==> src/rtl/memory_arbiter_pkg.sv <==
// ---------------------------------------------------------------------------
// memory_arbiter_pkg
// Shared definitions for the two-requester memory arbiter:
//   DEF_DATA_W / DEF_ADDR_W : default word and address widths
//   arb_state_e             : ownership state of the arbiter
//   lock_state()            : maps a requester index to its LOCKED state
// ---------------------------------------------------------------------------
package memory_arbiter_pkg;

    localparam int DEF_DATA_W = 8;
    localparam int DEF_ADDR_W = 3;

    typedef enum logic [1:0] {
        FREE    = 2'd0,
        LOCKED0 = 2'd1,
        LOCKED1 = 2'd2
    } arb_state_e;

    function automatic arb_state_e lock_state(input logic owner);
        return owner ? LOCKED1 : LOCKED0;
    endfunction

endpackage

==> src/rtl/memory_arbiter_mem.sv <==
// ---------------------------------------------------------------------------
// mem_bank
// Single-port storage behind the arbiter.
//   clk    : clock, all updates on the rising edge
//   reset  : synchronous active-high; clears every word and the read register
//   en     : a transfer is presented this cycle
//   we     : 1 = write wdata to addr, 0 = read addr
//   addr   : word address
//   wdata  : write data
//   rdata  : registered read data; holds its value when no read is performed
// ---------------------------------------------------------------------------
module mem_bank #(
    parameter int DATA_W = 8,
    parameter int ADDR_W = 3
) (
    input  logic              clk,
    input  logic              reset,
    input  logic              en,
    input  logic              we,
    input  logic [ADDR_W-1:0] addr,
    input  logic [DATA_W-1:0] wdata,
    output logic [DATA_W-1:0] rdata
);

    localparam int DEPTH = 1 << ADDR_W;

    logic [DATA_W-1:0] mem [DEPTH];

    always_ff @(posedge clk) begin
        if (reset) begin
            for (int i = 0; i < DEPTH; i++) begin
                mem[i] <= '0;
            end
            rdata <= '0;
        end else if (en) begin
            if (we) begin
                mem[addr] <= wdata;
            end else begin
                rdata <= mem[addr];
            end
        end
    end

endmodule

==> src/rtl/memory_arbiter.sv <==
// ---------------------------------------------------------------------------
// memory_arbiter
// Two requesters share one single-port memory. Grants are round-robin while
// the arbiter is free; a requester can hold ownership across transfers with
// req_lock. Reads answer one cycle after acceptance on rsp_valid/rsp_data.
//
// Ports
//   clk        : clock
//   reset      : synchronous active-high reset
//   req_valid  : [1:0] per-requester transfer request
//   req_save   : [1:0] per-requester direction, 1 = write, 0 = read
//   req_lock   : [1:0] keep ownership after this transfer
//   req_addr   : [2*ADDR_W-1:0] requester i uses slice i
//   req_value  : [2*DATA_W-1:0] requester i uses slice i
//   req_ready  : [1:0] one-hot grant, combinational
//   rsp_valid  : [1:0] one-cycle read-response strobe
//   rsp_data   : read data, meaningful while a rsp_valid bit is set
//
// State table
//   state   | meaning
//   FREE    | no owner; grant round-robin on last_grant
//   LOCKED0 | requester 0 owns the memory; requester 1 is held off
//   LOCKED1 | requester 1 owns the memory; requester 0 is held off
// ---------------------------------------------------------------------------
module memory_arbiter
    import memory_arbiter_pkg::*;
#(
    parameter int DATA_W = DEF_DATA_W,
    parameter int ADDR_W = DEF_ADDR_W
) (
    input  logic                clk,
    input  logic                reset,
    input  logic [1:0]          req_valid,
    input  logic [1:0]          req_save,
    input  logic [1:0]          req_lock,
    input  logic [2*ADDR_W-1:0] req_addr,
    input  logic [2*DATA_W-1:0] req_value,
    output logic [1:0]          req_ready,
    output logic [1:0]          rsp_valid,
    output logic [DATA_W-1:0]   rsp_data
);

    arb_state_e        state;
    logic              last_grant;
    logic [1:0]        grant;
    logic [1:0]        accept;
    logic [1:0]        rsp_valid_q;
    logic              xfer;
    logic              sel;
    logic              sel_save;
    logic              sel_lock;
    logic [ADDR_W-1:0] sel_addr;
    logic [DATA_W-1:0] sel_value;

    // Grant only to requesters that are asking, so ready never leads valid.
    always_comb begin
        grant = 2'b00;
        if (!reset) begin
            case (state)
                FREE: begin
                    case (req_valid)
                        2'b01:   grant = 2'b01;
                        2'b10:   grant = 2'b10;
                        2'b11:   grant = last_grant ? 2'b01 : 2'b10;
                        default: grant = 2'b00;
                    endcase
                end
                LOCKED0: grant = {1'b0, req_valid[0]};
                LOCKED1: grant = {req_valid[1], 1'b0};
                default: grant = 2'b00;
            endcase
        end
    end

    assign req_ready = grant;
    assign accept    = req_valid & grant;
    assign xfer      = |accept;
    assign sel       = accept[1];

    assign sel_save  = sel ? req_save[1] : req_save[0];
    assign sel_lock  = sel ? req_lock[1] : req_lock[0];
    assign sel_addr  = sel ? req_addr[2*ADDR_W-1:ADDR_W] : req_addr[ADDR_W-1:0];
    assign sel_value = sel ? req_value[2*DATA_W-1:DATA_W] : req_value[DATA_W-1:0];

    // While locked only the owner can be accepted, so sel is the owner there.
    always_ff @(posedge clk) begin
        if (reset) begin
            state       <= FREE;
            last_grant  <= 1'b1;
            rsp_valid_q <= 2'b00;
        end else begin
            rsp_valid_q <= (xfer && !sel_save) ? accept : 2'b00;
            if (xfer) begin
                last_grant <= sel;
                case (state)
                    FREE: begin
                        if (sel_lock) begin
                            state <= lock_state(sel);
                        end
                    end
                    LOCKED0, LOCKED1: begin
                        if (!sel_lock) begin
                            state <= FREE;
                        end
                    end
                    default: state <= FREE;
                endcase
            end
        end
    end

    // A response already in its output cycle is withdrawn when reset arrives.
    assign rsp_valid = rsp_valid_q & {2{~reset}};

    mem_bank #(
        .DATA_W (DATA_W),
        .ADDR_W (ADDR_W)
    ) u_mem_bank (
        .clk   (clk),
        .reset (reset),
        .en    (xfer),
        .we    (sel_save),
        .addr  (sel_addr),
        .wdata (sel_value),
        .rdata (rsp_data)
    );

endmodule

==> config.mk <==
export PLATFORM = sky130hd
export DESIGN_NAME = memory_arbiter
export DESIGN_NICKNAME = d
export VERILOG_FILES = /design/src/rtl/memory_arbiter_pkg.sv /design/src/rtl/memory_arbiter_mem.sv /design/src/rtl/memory_arbiter.sv
export SDC_FILE = /design/constraint.sdc
export NUM_CORES = 1
export LEC_CHECK = 0
export ABC_AREA = 1
export CORE_MARGIN = 4
export CORE_UTILIZATION = 53
export CTS_BUF_LIST = sky130_fd_sc_hd__clkbuf_8
export CTS_CLUSTER_SIZE = 20
export DETAILED_ROUTE_END_ITERATION = 7
export PLACE_DENSITY = 0.85
export SYNTH_ARGS = -nofsm -noshare
export SYNTH_HDL_FRONTEND = slang
export SYNTH_HIERARCHICAL = 1
export SYNTH_SLANG_ARGS = --single-unit
==> constraint.sdc <==
create_clock -name clk -period 6.7 [get_ports clk]
set_input_delay 1.34 -clock clk [delete_from_list [all_inputs] [get_ports clk]]
set_output_delay 1.34 -clock clk [all_outputs]
set_load 0.005 [all_outputs]
Word level (Yosys, flattened, before mapping)
Memory sizes are Yosys's and may differ from the RTL's. A register that Yosys moved wholly into a read port is not among the register bits. Cells that the tools add are included.

Memories kept: 1. Register bits after elaboration: 5. Output and inout bits: 12. RAM bits: 64. Input port bits: 30.

Memory list: u_mem_bank.mem (depth 8, bits a word 8, rd ports 1, clocked after memory_dff 1, wr ports 8, line memory_arbiter_mem.sv:27) `logic [DATA_W-1:0] mem [DEPTH];`.

Reduce and logical (&&, ||, !) cells: 9. Bitwise gates (word level): 5. Muxes and demuxes: 21. Eq/ne operators: 7.

Operator list (count): $mux 8 (2); $pmux 2 s3 (2); $mux 2 (5); $mux 1 (9); $reduce_or 8->1 (1); $eq 2x2->1 const B (3); $mux 3 (2); $reduce_or 2->1 (3); $and 2x2->2 (2); $eq 2x1->1 const B (2); $ne 2x2->1 const B (2); $pmux 2 s2 (1); $not 1->1 (3); $reduce_and 3->1 (1); $logic_not 2->1 (1); $reduce_and 2->1 (1); $logic_and 1x1->1 (1); $logic_not 1->1 (1).

Longest topological paths before layout
Depth after elaboration: 12. Mapped depth: 16. Depth with buffers taken out: 14.

Hierarchy
Netlist, hierarchy kept.

By module, submodules not included: mem_bank (times used 1, sequential area each 2082.0 µm², area an instance 3313.2 µm², cells an instance 371); memory_arbiter (times used 1, sequential area each 100.1 µm², area an instance 534.3 µm², cells an instance 95).

Worst setup path after synthesis
OpenSTA, ideal clock, no wires.

Path kind: in2out. From: input reset. To: output req_ready[1]. Setup slack: 3.460 ns. Buffers on the path: 1. Required time: 5.360 ns. Data arrival time: 1.900 ns. Stages on the path: 6. Path through: inv_2 -> nand2_4 -> nor2_4 -> nand2_4 -> inv_2 -> buf_4.

Cells in the longest elaborated chain, start to end: 1.

Ends and longest elaborated chain: start, declared (line memory_arbiter.sv:32) `input logic reset,`; $mux 2 (line memory_arbiter.sv:58) `if (!reset) begin`; end, declared (line memory_arbiter.sv:38) `output logic [1:0] req_ready,`.

No other way between the ends.

Worst setup path in the final report
Ends and elaborated chain as after synthesis.

==> impl_metrics.json <==
{
  "seq_power_share_pct": 48.2,
  "hold_path.class": "flip-flop to flip-flop",
  "io_pins": 42,
  "synth.yosys.seq_area_share_pct": 56.7,
  "worst_r2r_startpoint": "state[0]",
  "synthDominantAreaCellType": "sky130_fd_sc_hd__edfxtp_1",
  "p_int_mw": 0.833,
  "number_of_cell_rows": 30,
  "total_nets_final": 543,
  "r2r_end": "u_mem_bank/mem[1][1]",
  "clock_network_latency_to_the_later_pin_of_the_worst_skew_pair_ns": 0.34,
  "most_frequent_cell_after_synthesis": "sky130_fd_sc_hd__nand2_1",
  "seq_area_sq_um": 2180,
  "grt_antenna_before_repair": 0,
  "post-route-min-period_ns": 4.40,
  "dieHeight_um": 93.2,
  "report.final.hold_viol_count": 0,
  "power.density_cell_area_nw_per_um2": 255,
  "timing.max_cap.violations": 0,
  "floorplan.die.width_um": 93.2,
  "synth_async_sr_flop_share_pct": 0,
  "switching_share_pct": 28.0,
  "tritoncts": "yes",
  "grtUsageTotal_pct": 20.8,
  "cp_data_arrival_time_ns": 3.06,
  "synth-main-ff-cell": "sky130_fd_sc_hd__edfxtp_1",
  "design.core.area_sq_um": 6910,
  "slowest_delay_ns": 0.54,
  "setup_slack_reg_to_reg_ns": 3.48,
  "postSynthAreaPerCell_sq_um": 8.26,
  "p_leak_nw": 2.06,
  "cts_inserted_buffers": 9,
  "critical_path.cell_chain": "clkdlybuf4s50_1, inv_2, nand2_4, nor2_4, nand2_4, inv_2, clkdlybuf4s50_1",
  "largest_family_of_logic_cells_by_synthesized_area": "simple AND/OR/NAND/NOR gates",
  "finalSetupTns_ns": 0,
  "hold_buffers": 0,
  "cts.root.buffer_cell": "sky130_fd_sc_hd__clkbuf_8",
  "route.vias.total": 3128,
  "cp_data_required_time_ns": 5.36,
  "max_slew.worst_pin.slew_ns": 0.539,
  "post_cts_setup_repair_bufs": 0,
  "timing.critical_path.slowest_stage_cell": "sky130_fd_sc_hd__clkdlybuf4s50_1",
  "place.port_buffers": 41,
  "grt_setup_unrepaired": "no",
  "setup_viol": 0,
  "floorplan.initialDensity_pct": 55.7,
  "path_clk_slew_ns": 0.07,
  "diodes": 0,
  "timing.hold.worst_path_depth": 2,
  "clkSinkCount": 77,
  "sort_of_element_at_the_start_of_the_critical_path": "input port",
  "hold_ws_ns": 0.500,
  "outcome": "finished clean",
  "post_synth_instance_area_sq_um": 3850,
  "achievable-frequency_ghz": 0.227,
  "share_of_the_synthesized_area_in_the_top_cell_type_pct": 50.0,
  "clock-skew-final_ns": 0.00713,
  "cts_repair_resize_count": 0,
  "synthSimpleGateAreaFrac_pct": 30.7,
  "first_pass_iters": 5,
  "combinationalPowerShare_pct": 21.3,
  "setup.worst_path.class": "input port to output port",
  "synth.top_cells.by_count": "sky130_fd_sc_hd__nand2_1, sky130_fd_sc_hd__nor2_1, sky130_fd_sc_hd__inv_1, sky130_fd_sc_hd__edfxtp_1, sky130_fd_sc_hd__nand3_1",
  "areaGrowthSynthToFinish_pct": 18.0,
  "nFillCells": 578,
  "synthesis.instances": 466,
  "setup.worst_path.end_class": "output port",
  "report.final.slew_viol_count": 0,
  "holdCritStartpoint": "last_grant",
  "grt_remaining_overflow": 0,
  "detailedRoute.firstIterationViolations": 272,
  "synth_xor_xnor_area_share_pct": 0,
  "synth_fa_ha_area_share_pct": 1.30,
  "critical_path.top_delay_family": "buffers and inverters",
  "synth_mux_area_share_pct": 0,
  "synth_edf_count": 64,
  "finalWeightedCongestion": 0.974,
  "clock_tree.buffer_depth": 2,
  "via_count_of_the_first_global_routing_pass": 2926,
  "dpl.hpwl_mm": 6.20,
  "worstRegToRegCells": 13,
  "detail_route.wl_per_cell_um": 14.1,
  "design.die.area_sq_um": 8690,
  "synth-seq-cells": 77,
  "slew_headroom_pct": 64.0,
  "switching_power_mw": 0.325,
  "multi_input_area_sq_um": 1300,
  "critPathBufInv": 4,
  "wire_length_of_the_first_global_routing_pass_mm": 13.7,
  "number_of_remaining_drc_errors": 0,
  "clock_power_share_pct": 30.5,
  "netlist-cell-type-count": 22,
  "drt.antenna.violating_nets": 0,
  "post-route-period-util_pct": 65.7,
  "layout-drive-gt1-share_pct": 8.17,
  "hold_path_end": "last_grant",
  "synth_top_cells_by_area": "sky130_fd_sc_hd__edfxtp_1, sky130_fd_sc_hd__nand2_1, sky130_fd_sc_hd__nor2_1, sky130_fd_sc_hd__inv_1, sky130_fd_sc_hd__dfxtp_1",
  "synth_nets": 500,
  "worst-path-max-fanout": 17,
  "synth.yosys.warnings": 6,
  "via_per_inst": 5.13,
  "wirelength_mm": 8.62,
  "grt_max_degree": 40,
  "synth_compound_area_share_pct": 1.82,
  "cts.htree.levels": 3,
  "worst_ir_drop_vdd_uv": 149
}
-- registers in the layout, indices dropped and copies added, names as in the netlist --
signal and count:
last_grant 1, rsp_valid_q 2, state 2, u_mem_bank/mem 64, u_mem_bank/rdata 8
-- power by group through the flow --
stage | Clock (mW) | Sequential (mW) | Combinational, mW
floorplan | 0 | 0.567 | 0.159
global placement | 0 | 0.567 | 0.238
detailed placement | 0 | 0.569 | 0.242
CTS | 0.358 | 0.558 | 0.244
global route | 0.380 | 0.561 | 0.271
finish | 0.353 | 0.558 | 0.246
-- cells by family after synthesis --
family          count (synthesis)
buf+inv                        92
simple gates                  279
flops                          77
compound gates                 14
fa+ha+maj                       4
-- cells in the final DEF, fill, tap and decap left out, drive strengths merged, types with 3 or more instances in the layout --
cell and count:
o21ai 14, ha 4, dfxtp 13, nand3 41
nand2 127, clkdlybuf4s50 41, nor2 106, or2 3
clkbuf 12, inv 83, edfxtp 64
-- per-layer routing --
metal  global-route usage [%]  up-vias  routed length [um]
met5                        0        -                   0
met4                     9.28        0                 247
met3                     4.83       28                 698
met2                     35.5      146                4330
met1                     25.1     1432                3350
li1                         -     1522                   -
-- cell type report --
class,count,area share (%)
clock inverters,4,0.992
inverters,82,6.78
clock buffers,12,3.64
multi-input cells,297,28.7
flip-flops and latches,77,48.1
repair buffers,42,9.20
well taps,96,2.65
-- worst max-delay path by stage --
| stage | cells past startpoint | slack (ns) | end | startpoint |
|---|---|---|---|---|
| after detailed placement | 13 | 2.22 | u_mem_bank/mem[1][1] | reset |
| after global routing | 7 | 2.16 | req_ready[1] | reset |
| after CTS | 7 | 2.29 | req_ready[1] | reset |
| after global placement | 13 | 2.30 | u_mem_bank/mem[1][0] | reset |
| after floorplan | 6 | 3.46 | req_ready[1] | reset |
| final | 7 | 2.30 | req_ready[1] | reset |
-- tightest hold or removal path, stage by stage, from the launching register on --
cell and delay, ns:
sky130_fd_sc_hd__dfxtp_1 0.33, sky130_fd_sc_hd__nand2_1 0.07, sky130_fd_sc_hd__nand3_1 0.05
-- metrics by stage --
step           cells  setup WS, ns  utilization, %  instance area (sq um)  power [mW]
2_1_floorplan    466          3.46               -                   3850       0.726
3_3_place_gp     594          2.30            62.7                   4330       0.806
3_5_place_dp     594          2.22            62.7                   4330       0.811
4_1_cts          610          2.29            65.7                   4540        1.16
5_1_grt          610          2.16            65.7                   4540        1.21
6_report         610          2.30            65.7                   4540        1.16
(Power assumes the default switching activity.)
